--- src/rtl/mem_access_ctrl_pkg.sv ---
// +----------------------------------------------------------------------+
// | mem_access_ctrl_pkg : opcodes, memory sizing and FSM state encoding   |
// | Rev 1.0                                                               |
// +----------------------------------------------------------------------+
`default_nettype none

package mem_access_ctrl_pkg;

  localparam logic [5:0] OP_LW = 6'h23;
  localparam logic [5:0] OP_SW = 6'h2B;

  localparam int DMEM_SIZE_DEFAULT = 256;

  typedef enum logic [1:0] {
    ST_IDLE = 2'd0,
    ST_REQ  = 2'd1,
    ST_DONE = 2'd2
  } state_t;

  function automatic logic is_mem_op(input logic [5:0] op);
    return (op == OP_LW) || (op == OP_SW);
  endfunction

endpackage

`default_nettype wire

--- src/rtl/mem_access_ctrl.sv ---
// +----------------------------------------------------------------------+
// | mem_access_ctrl : LW/SW initiator with single-outstanding req/ack     |
// | Rev 1.0                                                               |
// +----------------------------------------------------------------------+
`default_nettype none

module mem_access_ctrl
  import mem_access_ctrl_pkg::*;
#(
  parameter int DMEM_SIZE = DMEM_SIZE_DEFAULT,
  parameter int TIMEOUT   = 16
) (
  input  logic        CLK,
  input  logic        RST,
  input  logic        ex_valid,
  input  logic [31:0] Ins,
  input  logic [31:0] Result,
  input  logic [31:0] Rdata2,
  output logic        stall,
  output logic        mem_req,
  output logic        mem_we,
  output logic [31:0] mem_addr,
  output logic [31:0] mem_wdata,
  input  logic        mem_ack,
  input  logic [31:0] mem_rdata,
  output logic [31:0] Wdata,
  output logic        wb_valid,
  output logic        err
);

  localparam int               CNT_W    = $clog2(TIMEOUT);
  localparam logic [CNT_W-1:0] CNT_LAST = CNT_W'(TIMEOUT - 1);

  state_t           state;
  logic [CNT_W-1:0] to_cnt;
  logic [5:0]       op;
  logic             mem_op;
  logic             in_range;
  logic             unused_ins_bits;

  assign op              = Ins[31:26];
  assign mem_op          = is_mem_op(op);
  assign in_range        = (Result < 32'(DMEM_SIZE));
  assign unused_ins_bits = ^Ins[25:0];

  assign stall = (state == ST_REQ) ||
                 ((state == ST_IDLE) && ex_valid && mem_op && in_range);

  always_ff @(posedge CLK or posedge RST) begin
    if (RST) begin
      state     <= ST_IDLE;
      to_cnt    <= '0;
      mem_req   <= 1'b0;
      mem_we    <= 1'b0;
      mem_addr  <= '0;
      mem_wdata <= '0;
      Wdata     <= '0;
      wb_valid  <= 1'b0;
      err       <= 1'b0;
    end else begin
      wb_valid <= 1'b0;
      err      <= 1'b0;
      case (state)
        ST_IDLE: begin
          if (ex_valid) begin
            if (!mem_op) begin
              Wdata    <= Result;
              wb_valid <= 1'b1;
            end else if (in_range) begin
              mem_addr  <= Result;
              mem_wdata <= Rdata2;
              mem_we    <= (op == OP_SW);
              mem_req   <= 1'b1;
              to_cnt    <= '0;
              state     <= ST_REQ;
            end else begin
              // Out-of-range access retires immediately with an error.
              err      <= 1'b1;
              wb_valid <= 1'b1;
              if (op == OP_LW) Wdata <= '0;
            end
          end
        end
        ST_REQ: begin
          if (mem_ack) begin
            if (!mem_we) Wdata <= mem_rdata;
            mem_req  <= 1'b0;
            wb_valid <= 1'b1;
            state    <= ST_DONE;
          end else if (to_cnt == CNT_LAST) begin
            if (!mem_we) Wdata <= '0;
            mem_req  <= 1'b0;
            err      <= 1'b1;
            wb_valid <= 1'b1;
            state    <= ST_DONE;
          end else begin
            to_cnt <= to_cnt + 1'b1;
          end
        end
        ST_DONE: state <= ST_IDLE;
        default: state <= ST_IDLE;
      endcase
    end
  end

endmodule

`default_nettype wire

--- config.mk ---
export PLATFORM = sky130hd
export DESIGN_NAME = mem_access_ctrl
export DESIGN_NICKNAME = d
export VERILOG_FILES = /design/src/rtl/mem_access_ctrl_pkg.sv /design/src/rtl/mem_access_ctrl.sv
export SDC_FILE = /design/constraint.sdc
export NUM_CORES = 1
export LEC_CHECK = 0
export ABC_AREA = 1
export CAP_MARGIN = 10
export CORE_ASPECT_RATIO = 1.4
export CORE_MARGIN = 2
export CORE_UTILIZATION = 37
export DETAILED_ROUTE_END_ITERATION = 10
export PLACE_DENSITY_LB_ADDON = 0.2
export SYNTH_ARGS = -nofsm -noshare
export SYNTH_HDL_FRONTEND = slang
export SYNTH_SLANG_ARGS = --single-unit
--- constraint.sdc ---
create_clock -name CLK -period 3.75 [get_ports CLK]
set_input_delay 0.75 -clock CLK [delete_from_list [all_inputs] [get_ports CLK]]
set_output_delay 0.75 -clock CLK [all_outputs]
set_load 0.02 [all_outputs]
== Yosys cells after proc, flatten, opt, wreduce, memory -nomap -nowiden ==
Index checks and enable logic that the tools add are counted.
Storage, ports and cells
  word-level logic and storage cells: 74
  bits of input ports: 132
  output and inout bits: 101
  flip-flop bits (word level): 106
Operators by class
  reduce and logical (&&, ||, !) cells: 12
  eq/ne operators: 14
  magnitude comparators: 1
  add/sub/neg operators: 1
  mux-type cells: 37
Operators with widths (count)
  two-way mux 32 bit: 8
  one-hot mux 32 bit (2 select lines): 1
  < comparator 32 x 9 -> 1 bit (second input constant): 1
  two-way mux 4 bit: 5
  two-way mux 1 bit: 13
  == test 6 bit (second input constant): 2
  inequality test 3 bit (second input constant): 4
  two-way mux 2 bit: 5
  inequality test 2 bit (second input constant): 5
  one-hot mux 4 bit (2 select lines): 1
  AND reduction 4 bit: 2
  AND reduction 7 bit: 1
  one-hot mux 1 bit (2 select lines): 3
  AND reduction 6 bit: 1
  AND reduction 5 bit: 1
  adder 4 x 1 -> 4 bit (second input constant): 1
  == test 4 bit (second input constant): 1
  one-hot mux 2 bit (2 select lines): 1
  logical AND 1 bit: 3
  inequality test 3 x 2 -> 1 bit (second input constant): 1
  == test 2 x 1 -> 1 bit (second input constant): 1
  zero test 2 bit: 1
  logical OR 1 bit: 2
  nonzero test 2 bit: 1

== Logic depth before layout (Yosys ltp) ==
  depth in word-level cells: 6
  mapped depth: 10
  depth with buffers taken out: 9

== Worst setup path before layout ==
No wires, ideal clock.
  path type: input port to output port
  start point: in Result[12]
  end point: out stall
  path buffers: 1
  arrival: 1.745 ns
  required time: 3.000 ns
  path slack: 1.255 ns
  cell stages on the path: 8
  cell sequence: nor2_1 > nand2_1 > nor2_1 > nand3_1 > nor2_1 > nand2_2 > clkbuf_1 > nand2_1
Between the ends
  cells in the longest elaborated chain, start to end: 3
RTL lines
  start, declared: line mem_access_ctrl.sv:17  | input logic [31:0] Result,
  < comparator 32 x 9 -> 1 bit: line mem_access_ctrl.sv:43  | assign in_range = (Result < 32'(DMEM_SIZE));
  logical AND 1 bit: line mem_access_ctrl.sv:47  | ((state == ST_IDLE) && ex_valid && mem_op && in_range);
  logical OR 1 bit: line mem_access_ctrl.sv:46  | assign stall = (state == ST_REQ) ||
  end, declared: line mem_access_ctrl.sv:19  | output logic stall,
No other way between the ends.

== Final worst setup path ==
  start point: in Result[13]
  end point: out stall
The elaborated chain is that of the path after synthesis.

==> out/qor.yml <==
timing.critical_path.buf_inv: 2
cts_tree: "built"
core_area_mm2: 0.0124
reg2reg_slack_ns: 1.67
insertion_delay_ns: 0.34
p_total_mw: 2.43
cp-end-kind: "output port"
slew_headroom: 0.394
power.density_mw_per_mm2: 340
antenna_found_initial: 0
layout_setup_ws_ns: 0.274
start_kind: "primary input"
drc: 0
worstPathRequired_ns: 3.00
ios: 233
first_pass_iters: 4
dp_hpwl_um: 9460
grt_pass1_wl_um: 21700
grt-ovfl-total: 0
syn_inst: 586
cts-buffers-inserted: 9
final_max_slew_viol_count: 0
ant_nets: 0
holdWs_ns: 0.468
postCtsSetupRepairBufs: 0
cpMostUsedCell: "nor2_1"
p_clk_frac: 0.365
pwr-share-comb: 0.142
period_share: 0.927
crit_family: "buffers and inverters"
ir_drop_mv: 0.208
num_vias: 4495
power.internal_mw: 1.85
clock-sinks: 106
cts-root-buf: "clkbuf_16"
finalSetupViolations: 0
die_height_um: 137
yosysWarnings: 0
worstPathCellList: "clkdlybuf4s50_1 > nor2_1 > nand2_1 > nor2_1 > nand3_1 > nor2_1 > nand2_2 > nand2_1 > clkdlybuf4s50_1"
hold_buffers: 0
synth_area_per_cell_um2: 7.99
final_nets: 912
cts-htree-levels: 3
rows: 48
worstMarginPinSlew_ns: 0.909
crit_type: "primary input to output port"
via_per_inst: 4.81
place_congestion: 0.847
hold_viol: 0
grt_max_degree: 74
cp.arrival_ns: 2.73
wirelength_um: 13400
synth_seq_area_share: 0.566
grtUsageTotal: 0.199
drive_above_1_share: 0.0459
power.net_switching_mw: 0.576
cp_max_fo: 4
outcome: "complete, no violations"
place_worst_setup_slack_ns: 0.236
routedWlPerCell_um: 14.4
num_antenna_cells: 0
fmaxAchievable_mhz: 288
finClkSkew_ns: 0.00906
leakagePower_nw: 3.61
layout_min_cycle_time_ns: 3.48
portBuffers: 206
dieArea_mm2: 0.0136
swShare: 0.237
drtIter0Drc: 212
max_cap_violations: 0
die_w_um: 99.1
synth_area_mm2: 0.00468
final_core_util: 0.577
worst_path_max_delay_cell: "clkdlybuf4s50_1"
synth-seq-cells: 106
clk_transition_reported_paths_ns: 0.06
grt_pass1_vias: 4560
syn2layout_area_growth_pct: 52.4
cts_resized: 0
clock_path_buffers: 2
tns_ns: 0
synth_cell_types: 22
initial_utilization: 0.379
p_seq_frac: 0.493
cp_slowest_stage_delay_ns: 0.65
hold_class: "register to register"
rsz0062_at_grt: "false"
syn-num-nets: 719
## power by group through the flow
stage          logic, mW  clock network [mW]  registers (mW)
2_1_floorplan     0.0894                   0            1.26
3_3_place_gp       0.345                   0            1.22
3_5_place_dp       0.348                   0            1.22
4_1_cts            0.350               0.910            1.20
5_1_grt            0.376               0.962            1.20
6_report           0.345               0.886            1.20
## sequential cells by signal (all words and copies together), names as in the netlist
name       flops
Wdata         32
mem_addr      32
mem_wdata     32
to_cnt         4
state          2
err            1
mem_req        1
mem_we         1
wb_valid       1
## through the flow
| stage | instances | cell area (µm²) |
|---|---|---|
| final | 934 | 7140 |
| after global routing | 934 | 7140 |
| after CTS | 934 | 7140 |
| after detailed placement | 918 | 6860 |
| after global placement | 918 | 6860 |
| after floorplan | 586 | 4680 |
## path summary, 6_finish.rpt
check / from / to / cells past startpoint
max: Result[13] / stall / 9
min in group asynchronous: RST / mem_addr[30]$_DFFE_PP0P_ / 2
max reg2reg: state[1]$_DFFE_PP0P_ / Wdata[30]$_DFFE_PP0P_ / 7
min reg2reg: Wdata[26]$_DFFE_PP0P_ / Wdata[26]$_DFFE_PP0P_ / 2
min: Wdata[26]$_DFFE_PP0P_ / Wdata[26]$_DFFE_PP0P_ / 2
max in group asynchronous: RST / mem_wdata[20]$_DFFE_PP0P_ / 3
## worst reg2reg max path, delay by kind of cell, from the launching register on
family	cells	cell delay [ns]
AND/OR/NAND/NOR	5	0.99
flip-flops	1	0.43
buffers and inverters	1	0.36
AO/OA/AOI/OAI	1	0.18
## Yosys cell counts
master | n | area, µm²
buf_1 | 3 | 11.3
buf_2 | 7 | 35.0
buf_4 | 2 | 15.0
buf_6 | 4 | 45.0
clkbuf_1 | 16 | 60.1
clkinv_2 | 1 | 5.00
dfrtp_1 | 106 | 2650
ha_1 | 1 | 12.5
inv_1 | 32 | 120
inv_2 | 4 | 15.0
nand2_1 | 244 | 916
nand2_2 | 2 | 12.5
nand3_1 | 102 | 510
nand4_1 | 1 | 6.26
nor2_1 | 47 | 176
nor2_2 | 1 | 6.26
nor2_4 | 1 | 11.3
o21ai_0 | 6 | 30.0
o21ai_2 | 1 | 8.76
o31ai_1 | 1 | 7.51
or2_2 | 3 | 18.8
xor2_1 | 1 | 8.76
## cells in the final DEF, fill, tap and decap left out
| cell type | count |
|---|---|
| nand2_1 | 244 |
| clkdlybuf4s50_1 | 206 |
| dfrtp_1 | 106 |
| nand3_1 | 102 |
| nor2_1 | 47 |
| inv_1 | 31 |
| clkbuf_16 | 9 |
| o21ai_0 | 6 |
| buf_4 | 6 |
| inv_2 | 4 |
| or2_2 | 3 |
| nand2_2 | 2 |
| clkbuf_1 | 2 |
| clkinvlp_4 | 2 |
| clkbuf_8 | 2 |
| buf_12 | 2 |
| nor2_2 | 1 |
| clkinv_2 | 1 |
| nor2_4 | 1 |
| o21ai_2 | 1 |
| o31ai_1 | 1 |
| inv_4 | 1 |
| xor2_1 | 1 |
| nand4_1 | 1 |
| ha_1 | 1 |
| clkinv_4 | 1 |
## metal layers
metal	routed length (µm)	GRT usage	vias to the layer above
met2	6390	0.340	207
li1	-	-	2205
met3	1270	0.0608	21
met5	0	0	-
met4	246	0.0700	0
met1	5500	0.238	2062
## cells by family (layout without fill, tap and decap cells)
group,count (synthesis),in the layout,share of synthesized area
compound gates,8,8,0.00988
fa+ha+maj,1,1,0.00267
buf+inv,69,267,0.0654
simple gates,401,401,0.354
xor+xnor,1,1,0.00187
flops,106,106,0.566
## cell type report
cell class / instances / area, µm²
inverters: 37 / 143
flip-flops and latches: 106 / 2650
fillers: 1134 / 5230
clock inverters: 3 / 23.8
clock buffers: 13 / 260
multi-input cells: 411 / 1730
repair buffers: 214 / 2150
well taps: 150 / 188
No activity file was read; power rests on OpenSTA's default activity.
